`config.mk`:
```
export PLATFORM = sky130hd
export DESIGN_NAME = apb_mem_ctrl
export DESIGN_NICKNAME = d
export VERILOG_FILES = /design/src/rtl/apb_mem_ctrl.sv
export SDC_FILE = /design/constraint.sdc
export NUM_CORES = 1
export LEC_CHECK = 0
export CELL_PAD_IN_SITES_DETAIL_PLACEMENT = 0
export CELL_PAD_IN_SITES_GLOBAL_PLACEMENT = 1
export CORE_MARGIN = 3
export CORE_UTILIZATION = 29
export CTS_CLUSTER_SIZE = 16
export DETAILED_ROUTE_END_ITERATION = 7
export MAX_ROUTING_LAYER = met4
export PLACE_DENSITY = 0.85
export SLEW_MARGIN = 5
export SYNTH_ARGS = -nofsm -noshare
export SYNTH_HDL_FRONTEND = slang
export SYNTH_SLANG_ARGS = --single-unit
```
`constraint.sdc`:
```
create_clock -name clk -period 2.31 [get_ports clk]
set_input_delay 0.3465 -clock clk [delete_from_list [all_inputs] [get_ports clk]]
set_output_delay 0.3465 -clock clk [all_outputs]
set_load 0.02 [all_outputs]
```
`src/rtl/apb_mem_ctrl.sv`:
```
// APB slave bridging single transfers onto a pulsed memory request port,
// with alignment/range checking and a bounded wait for read data.
module apb_mem_ctrl #(
   parameter int unsigned AW         = 32,
   parameter int unsigned DW         = 64,
   parameter int unsigned MEM_BYTES  = 65536,
   parameter int unsigned RD_TIMEOUT = 15
) (
   input  logic            clk,
   input  logic            rst_n,
   input  logic            psel,
   input  logic            penable,
   input  logic            pwrite,
   input  logic [AW-1:0]   paddr,
   input  logic [DW-1:0]   pwdata,
   input  logic [DW/8-1:0] pstrb,
   output logic            pready,
   output logic [DW-1:0]   prdata,
   output logic            pslverr,
   output logic            mem_req,
   output logic [AW-1:0]   mem_addr,
   output logic            mem_we,
   output logic [DW-1:0]   mem_wdata,
   output logic [DW/8-1:0] mem_wstrb,
   input  logic [DW-1:0]   mem_rdata,
   input  logic            mem_rvalid
);

   localparam int unsigned OFFW    = $clog2(DW/8);
   localparam logic [AW:0] MEM_LIM = (AW+1)'(MEM_BYTES);
   localparam logic [7:0]  TMO     = 8'(RD_TIMEOUT);

   typedef enum logic [1:0] {IDLE, ISSUE, RD_WAIT, RESP} state_t;

   state_t          state, state_nx;
   logic [7:0]      wait_cnt, wait_cnt_nx;
   logic            access, addr_err;
   logic            pready_nx, pslverr_nx, mem_req_nx, mem_we_nx;
   logic [DW-1:0]   prdata_nx, mem_wdata_nx;
   logic [AW-1:0]   mem_addr_nx;
   logic [DW/8-1:0] mem_wstrb_nx;

   always_comb begin
      access   = psel & penable & ~pready;
      addr_err = (paddr[OFFW-1:0] != '0) || ({1'b0, paddr} >= MEM_LIM);
   end

   always_ff @(posedge clk) begin
      if (!rst_n) state <= IDLE;
      else        state <= state_nx;
   end

   always_comb begin
      state_nx = state;
      case (state)
         IDLE:    if (access) state_nx = addr_err ? RESP : ISSUE;
         ISSUE:   state_nx = mem_we ? RESP : RD_WAIT;
         RD_WAIT: if (mem_rvalid || wait_cnt == TMO) state_nx = RESP;
         RESP:    state_nx = IDLE;
         default: state_nx = IDLE;
      endcase
   end

   // Outputs are computed one cycle ahead from the next state so that every
   // port comes straight from a flop.
   always_comb begin
      pready_nx    = (state_nx == RESP);
      mem_req_nx   = (state_nx == ISSUE);
      pslverr_nx   = 1'b0;
      prdata_nx    = prdata;
      mem_addr_nx  = mem_addr;
      mem_we_nx    = mem_we;
      mem_wdata_nx = mem_wdata;
      mem_wstrb_nx = mem_wstrb;
      wait_cnt_nx  = '0;
      if (state == IDLE && state_nx == ISSUE) begin
         mem_addr_nx  = paddr;
         mem_we_nx    = pwrite;
         mem_wdata_nx = pwdata;
         mem_wstrb_nx = pstrb;
      end
      if (state == RD_WAIT && state_nx == RD_WAIT)
         wait_cnt_nx = wait_cnt + 8'd1;
      if (state_nx == RESP) begin
         // Data wins over a simultaneous timeout.
         if (state == RD_WAIT && mem_rvalid) begin
            prdata_nx = mem_rdata;
         end else begin
            prdata_nx  = '0;
            pslverr_nx = (state != ISSUE);
         end
      end
   end

   always_ff @(posedge clk) begin
      if (!rst_n) begin
         wait_cnt  <= '0;
         pready    <= 1'b0;
         prdata    <= '0;
         pslverr   <= 1'b0;
         mem_req   <= 1'b0;
         mem_addr  <= '0;
         mem_we    <= 1'b0;
         mem_wdata <= '0;
         mem_wstrb <= '0;
      end else begin
         wait_cnt  <= wait_cnt_nx;
         pready    <= pready_nx;
         prdata    <= prdata_nx;
         pslverr   <= pslverr_nx;
         mem_req   <= mem_req_nx;
         mem_addr  <= mem_addr_nx;
         mem_we    <= mem_we_nx;
         mem_wdata <= mem_wdata_nx;
         mem_wstrb <= mem_wstrb_nx;
      end
   end

endmodule
```
# After elaboration in Yosys (flattened, before gate mapping)
# Cells that the tools add are included.
dict set report totals {
  register_bits 182
  elab_cells 40
}
dict set report op_classes {
  addsub 1
  magnitude_cmp 1
  n_eq_ne 8
  n_mux 6
  bitwise 5
  reduce_logical 9
}
# op n
set ops {}
lappend ops {{64-bit two-way mux} 1}
lappend ops {{32-bit by 17-bit greater-or-equal comparator with 1-bit output (second input constant)} 1}
lappend ops {{8-bit by 1-bit adder with 8-bit output (second input constant)} 1}
lappend ops {{2-bit equality test (second input constant)} 4}
lappend ops {{8-bit by 4-bit equality test with 1-bit output (second input constant)} 1}
lappend ops {{2-bit case mux with 4 select lines} 1}
lappend ops {{2-bit two-way mux} 3}
lappend ops {{2-bit by 1-bit equality test with 1-bit output (second input constant)} 2}
lappend ops {{1-bit logical AND} 3}
lappend ops {{1-bit inverter} 3}
lappend ops {{3-bit nonzero test} 1}
lappend ops {{3-bit OR reduction} 1}
lappend ops {{1-bit AND} 2}
lappend ops {{2-bit logical NOT} 1}
lappend ops {{1-bit logical OR} 2}
lappend ops {{2-bit by 1-bit != test with 1-bit output (second input constant)} 1}
lappend ops {{2-bit AND reduction} 1}
lappend ops {{1-bit two-way mux} 1}

# Longest topological paths before layout
dict set report depth {
  ltp_word 8
  depth_mapped 10
  ltp_nobuf 7
}

# Worst setup path before layout
# OpenSTA, ideal clock, no wires.
dict set report synth_path {
  path_type {register to register}
  startpoint {register state[1]}
  endpoint {register prdata[10]}
  setup_ns 0.117
  arrival_ns 1.947
  t_required_ns 2.193
  path_slack_ns 0.246
  path_stages_with_launch 11
  n_path_buf 3
  period_less_slack_ns 2.064
  path_cell_list {dfxtp_1 -> inv_1 -> ha_1 -> a2111oi_0 -> o21ai_1 -> and2_1 -> buf_4 -> and3_1 -> buf_6 -> buf_8 -> a22o_1}
}
dict set report synth_via {
  elab_chain_cells 3
}
# item line_no
set synth_lines {}
lappend synth_lines {{from (decl)} 35} ;# state_t state, state_nx;
lappend synth_lines {{from (signal assigned)} 50} ;# else state <= state_nx;
lappend synth_lines {{2-bit equality test, or another cell as far along} 55} ;# case (state)
lappend synth_lines {{2-bit case mux with 4 select lines / 1-bit logical AND (equally long branches)} {55, 86}}
lappend synth_lines {{2-bit equality test / 64-bit two-way mux (equally long branches)} {84, 86}}
lappend synth_lines {{to (signal assigned)} 109} ;# prdata <= prdata_nx;
lappend synth_lines {{to (decl)} 18} ;# output logic [DW-1:0] prdata,
# Parallel ways exist; a longest one is shown, timed or not.
# A chain may end at the register's enable or synchronous reset.

# Worst setup path in the final report
dict set report layout_path {
  startpoint {register state[0]}
  endpoint {register prdata[51]}
}
# The elaborated chain is that of the path after synthesis.

==> flow_summary.json <==
{
  "slew_headroom_pct": 70.7,
  "maxSlewViolCount": 0,
  "finalPower_w": 0.0126,
  "synth_edf_count": 0,
  "wl_per_cell_um": 15.5,
  "initial_core_util_pct": 29.8,
  "area_growth_pct": 67.2,
  "yosysWarningCount": 0,
  "reg2reg_slack_ns": 0.14,
  "async_flop_share_pct": 0,
  "place_area_um2": 10700,
  "worst_slack_ns": 0.140,
  "gr-total-overflow": 0,
  "rr_worst_depth": 9,
  "core-area_um2": 22800,
  "finClkSkew_ns": 0.0135,
  "grt_usage_pct": 16.6,
  "tritoncts": "yes",
  "netlist_area_um2": 6800,
  "outcome": "finished clean",
  "grt_max_degree": 110,
  "io_pins": 346,
  "hold_ws_ns": 0.226,
  "clock-sinks": 182,
  "drcViolationCount": 0,
  "fin_crit_ns": 2.17,
  "cts.clk_slew.worst_paths_ns": 0.07,
  "clk_path_buf_depth": 2,
  "ys_types": 33,
  "final_antenna_net_count": 0,
  "cts_buffers": 17,
  "cp_data_arrival_time_ns": 2.49,
  "synth.avg_cell_area_um2": 10.1,
  "report.final.setup_viol": 0,
  "port_buffers": 345,
  "htree_levels": 4,
  "min_path_type": "in2reg",
  "synthesis.nets": 852,
  "tns_ns": 0,
  "grt_pass1_wl_um": 32800,
  "synth_flop_cell": "dfxtp_1",
  "place_congestion": 0.785,
  "fin_area_um2": 11400,
  "hold_violations": 0,
  "max_cap_violations": 0,
  "path_class": "reg2reg",
  "cts_resized": 0,
  "num_rows": 55,
  "holdPathStages": 3,
  "cp_max_fo": 50,
  "drive_above_1_share_pct": 7.31,
  "pre_cts_ws_ns": -0.370,
  "critPathLaunchType": "flop",
  "critPathRequiredTime_ns": 2.63,
  "seq_area_frac_synth_pct": 53.6,
  "die-area_um2": 25300,
  "num_antenna_cells": 0,
  "dr.pass1.iters": 5,
  "vias": 6024,
  "hpwl_um": 15700,
  "worst_r2r_endpoint": "prdata[51]$_SDFFE_PN0P_",
  "insertion_delay_ns": 0.43,
  "crit_path_end": "prdata[51]$_SDFFE_PN0P_",
  "crit_path_start": "state[0]$_SDFF_PN0_",
  "drt_iter0_drc": 369,
  "fin_nets": 1206,
  "grt_pass1_vias": 6122,
  "synthCells": 673,
  "max_freq_mhz": 461,
  "finalCritPeriodShare_pct": 93.9,
  "via_per_inst": 4.45,
  "power.leakage_nw": 4.27,
  "die_height_um": 159,
  "antenna_found_initial": 0,
  "wirelength_um": 21000,
  "worst_setup_path_end_kind": "flop",
  "die_x_um": 159,
  "ir_worst_vdd_uv": 536,
  "cts-root-buf": "clkbuf_16",
  "synth-seq-cells": 182,
  "timing.rr.start": "state[0]$_SDFF_PN0_",
  "rsz0062_at_grt": "no",
  "power_density_nw_per_um2": 1110,
  "worst_slew_pin_slew_ns": 0.439
}
## final cells by class
class	instances	area, um2
well taps	313	392
clock inverters	14	163
multi-input cells	436	2790
fillers	2140	11500
clock buffers	18	439
flip-flops and latches	182	3640
repair buffers	385	3920
inverters	5	18.8
## power by group
group | switching, W | total (W) | internal (W)
clock | 0.00139 | 0.00296 | 0.00157
sequential | 0.000353 | 0.00418 | 0.00383
combinational | 0.00259 | 0.00543 | 0.00283
## state kept, by name, indices dropped and copies added (netlist names)
name,flops
mem_req,1
mem_wstrb,8
state,2
prdata,64
wait_cnt,8
mem_addr,32
mem_wdata,64
pslverr,1
pready,1
mem_we,1
## metal layers
metal | GRT usage, % | vias up | share of wire (%)
met5 | - | - | 0
met4 | 4.89 | 0 | 1.5
met3 | 6.37 | 22 | 8.7
met2 | 27.4 | 250 | 47
met1 | 18.8 | 2770 | 43
li1 | - | 2982 | -
## how the worst min path moves through the flow
stage | slack [ns] | end | start
floorplan | 0.41 | wait_cnt[0]$_SDFF_PN0_ | wait_cnt[0]$_SDFF_PN0_
global placement | 0.43 | wait_cnt[0]$_SDFF_PN0_ | wait_cnt[0]$_SDFF_PN0_
detailed placement | 0.45 | wait_cnt[0]$_SDFF_PN0_ | wait_cnt[0]$_SDFF_PN0_
CTS | 0.20 | mem_addr[15]$_SDFFE_PN0P_ | rst_n
global route | 0.21 | mem_addr[15]$_SDFFE_PN0P_ | rst_n
finish | 0.23 | mem_addr[15]$_SDFFE_PN0P_ | rst_n
## through the flow
stage	instances	util, %
2_1_floorplan	673	-
3_3_place_gp	1316	46.9
3_5_place_dp	1316	46.9
4_1_cts	1348	49.6
5_1_grt	1353	49.7
6_report	1353	49.7
## critical path, cell delays in order, from the launching register on
cell      delay (ns)
dfxtp_1         0.36
inv_1           0.10
ha_1            0.28
buf_4           0.16
a211oi_1        0.21
a31oi_1         0.09
and2_1          0.20
and3_2          0.24
buf_12          0.19
a22o_1          0.20
## cell usage after synthesis, types with 2 or more instances
master / instances / area [um2]
nand2_1: 214 / 803
dfxtp_1: 182 / 3640
mux2i_1: 106 / 1060
a22o_1: 63 / 552
clkbuf_1: 23 / 86.3
buf_4: 12 / 90.1
nor2_1: 10 / 37.5
buf_6: 7 / 78.8
buf_8: 6 / 90.1
and3_1: 5 / 31.3
ha_1: 5 / 62.6
inv_1: 5 / 18.8
nand3_1: 5 / 25.0
nor4_1: 4 / 25.0
xor2_1: 4 / 35.0
and2_1: 3 / 18.8
a31oi_1: 2 / 12.5
xnor2_1: 2 / 17.5
## cell families after synthesis
| kind of cell | Yosys count | share of synthesized area [%] |
|---|---|---|
| AOI/OAI and AO/OA | 72 | 9.11 |
| xor gates and xnor gates | 6 | 0.773 |
| adders and majority gates | 5 | 0.920 |
| buffers and inverters | 55 | 5.48 |
| DFF | 182 | 53.6 |
| muxes | 106 | 15.6 |
| and+or+nand+nor | 247 | 14.5 |
## repair_timing
| action | in CTS | in global routing |
|---|---|---|
| setup buffers | 0 | 5 |
| setup endpoints to repair | 0 | 83 |
| hold buffers | 0 | 0 |
## cell usage in the layout (no fill, tap or decap), types with 2 or more instances in the layout
| cell type | synthesis | layout |
|---|---|---|
| clkdlybuf4s50_1 | 0 | 344 |
| nand2_1 | 214 | 214 |
| dfxtp_1 | 182 | 182 |
| mux2i_1 | 106 | 106 |
| a22o_1 | 63 | 63 |
| buf_4 | 12 | 27 |
| clkbuf_16 | 0 | 17 |
| buf_12 | 0 | 13 |
| nor2_1 | 10 | 10 |
| inv_1 | 5 | 5 |
| nand3_1 | 5 | 5 |
| ha_1 | 5 | 5 |
| nor4_1 | 4 | 4 |
| and3_1 | 5 | 4 |
| xor2_1 | 4 | 4 |
| clkinv_4 | 0 | 4 |
| and2_1 | 3 | 3 |
| inv_6 | 0 | 3 |
| inv_8 | 0 | 3 |
| a31oi_1 | 2 | 2 |
| xnor2_1 | 2 | 2 |
| clkinv_8 | 0 | 2 |
No activity file was read; power rests on OpenSTA's default activity.
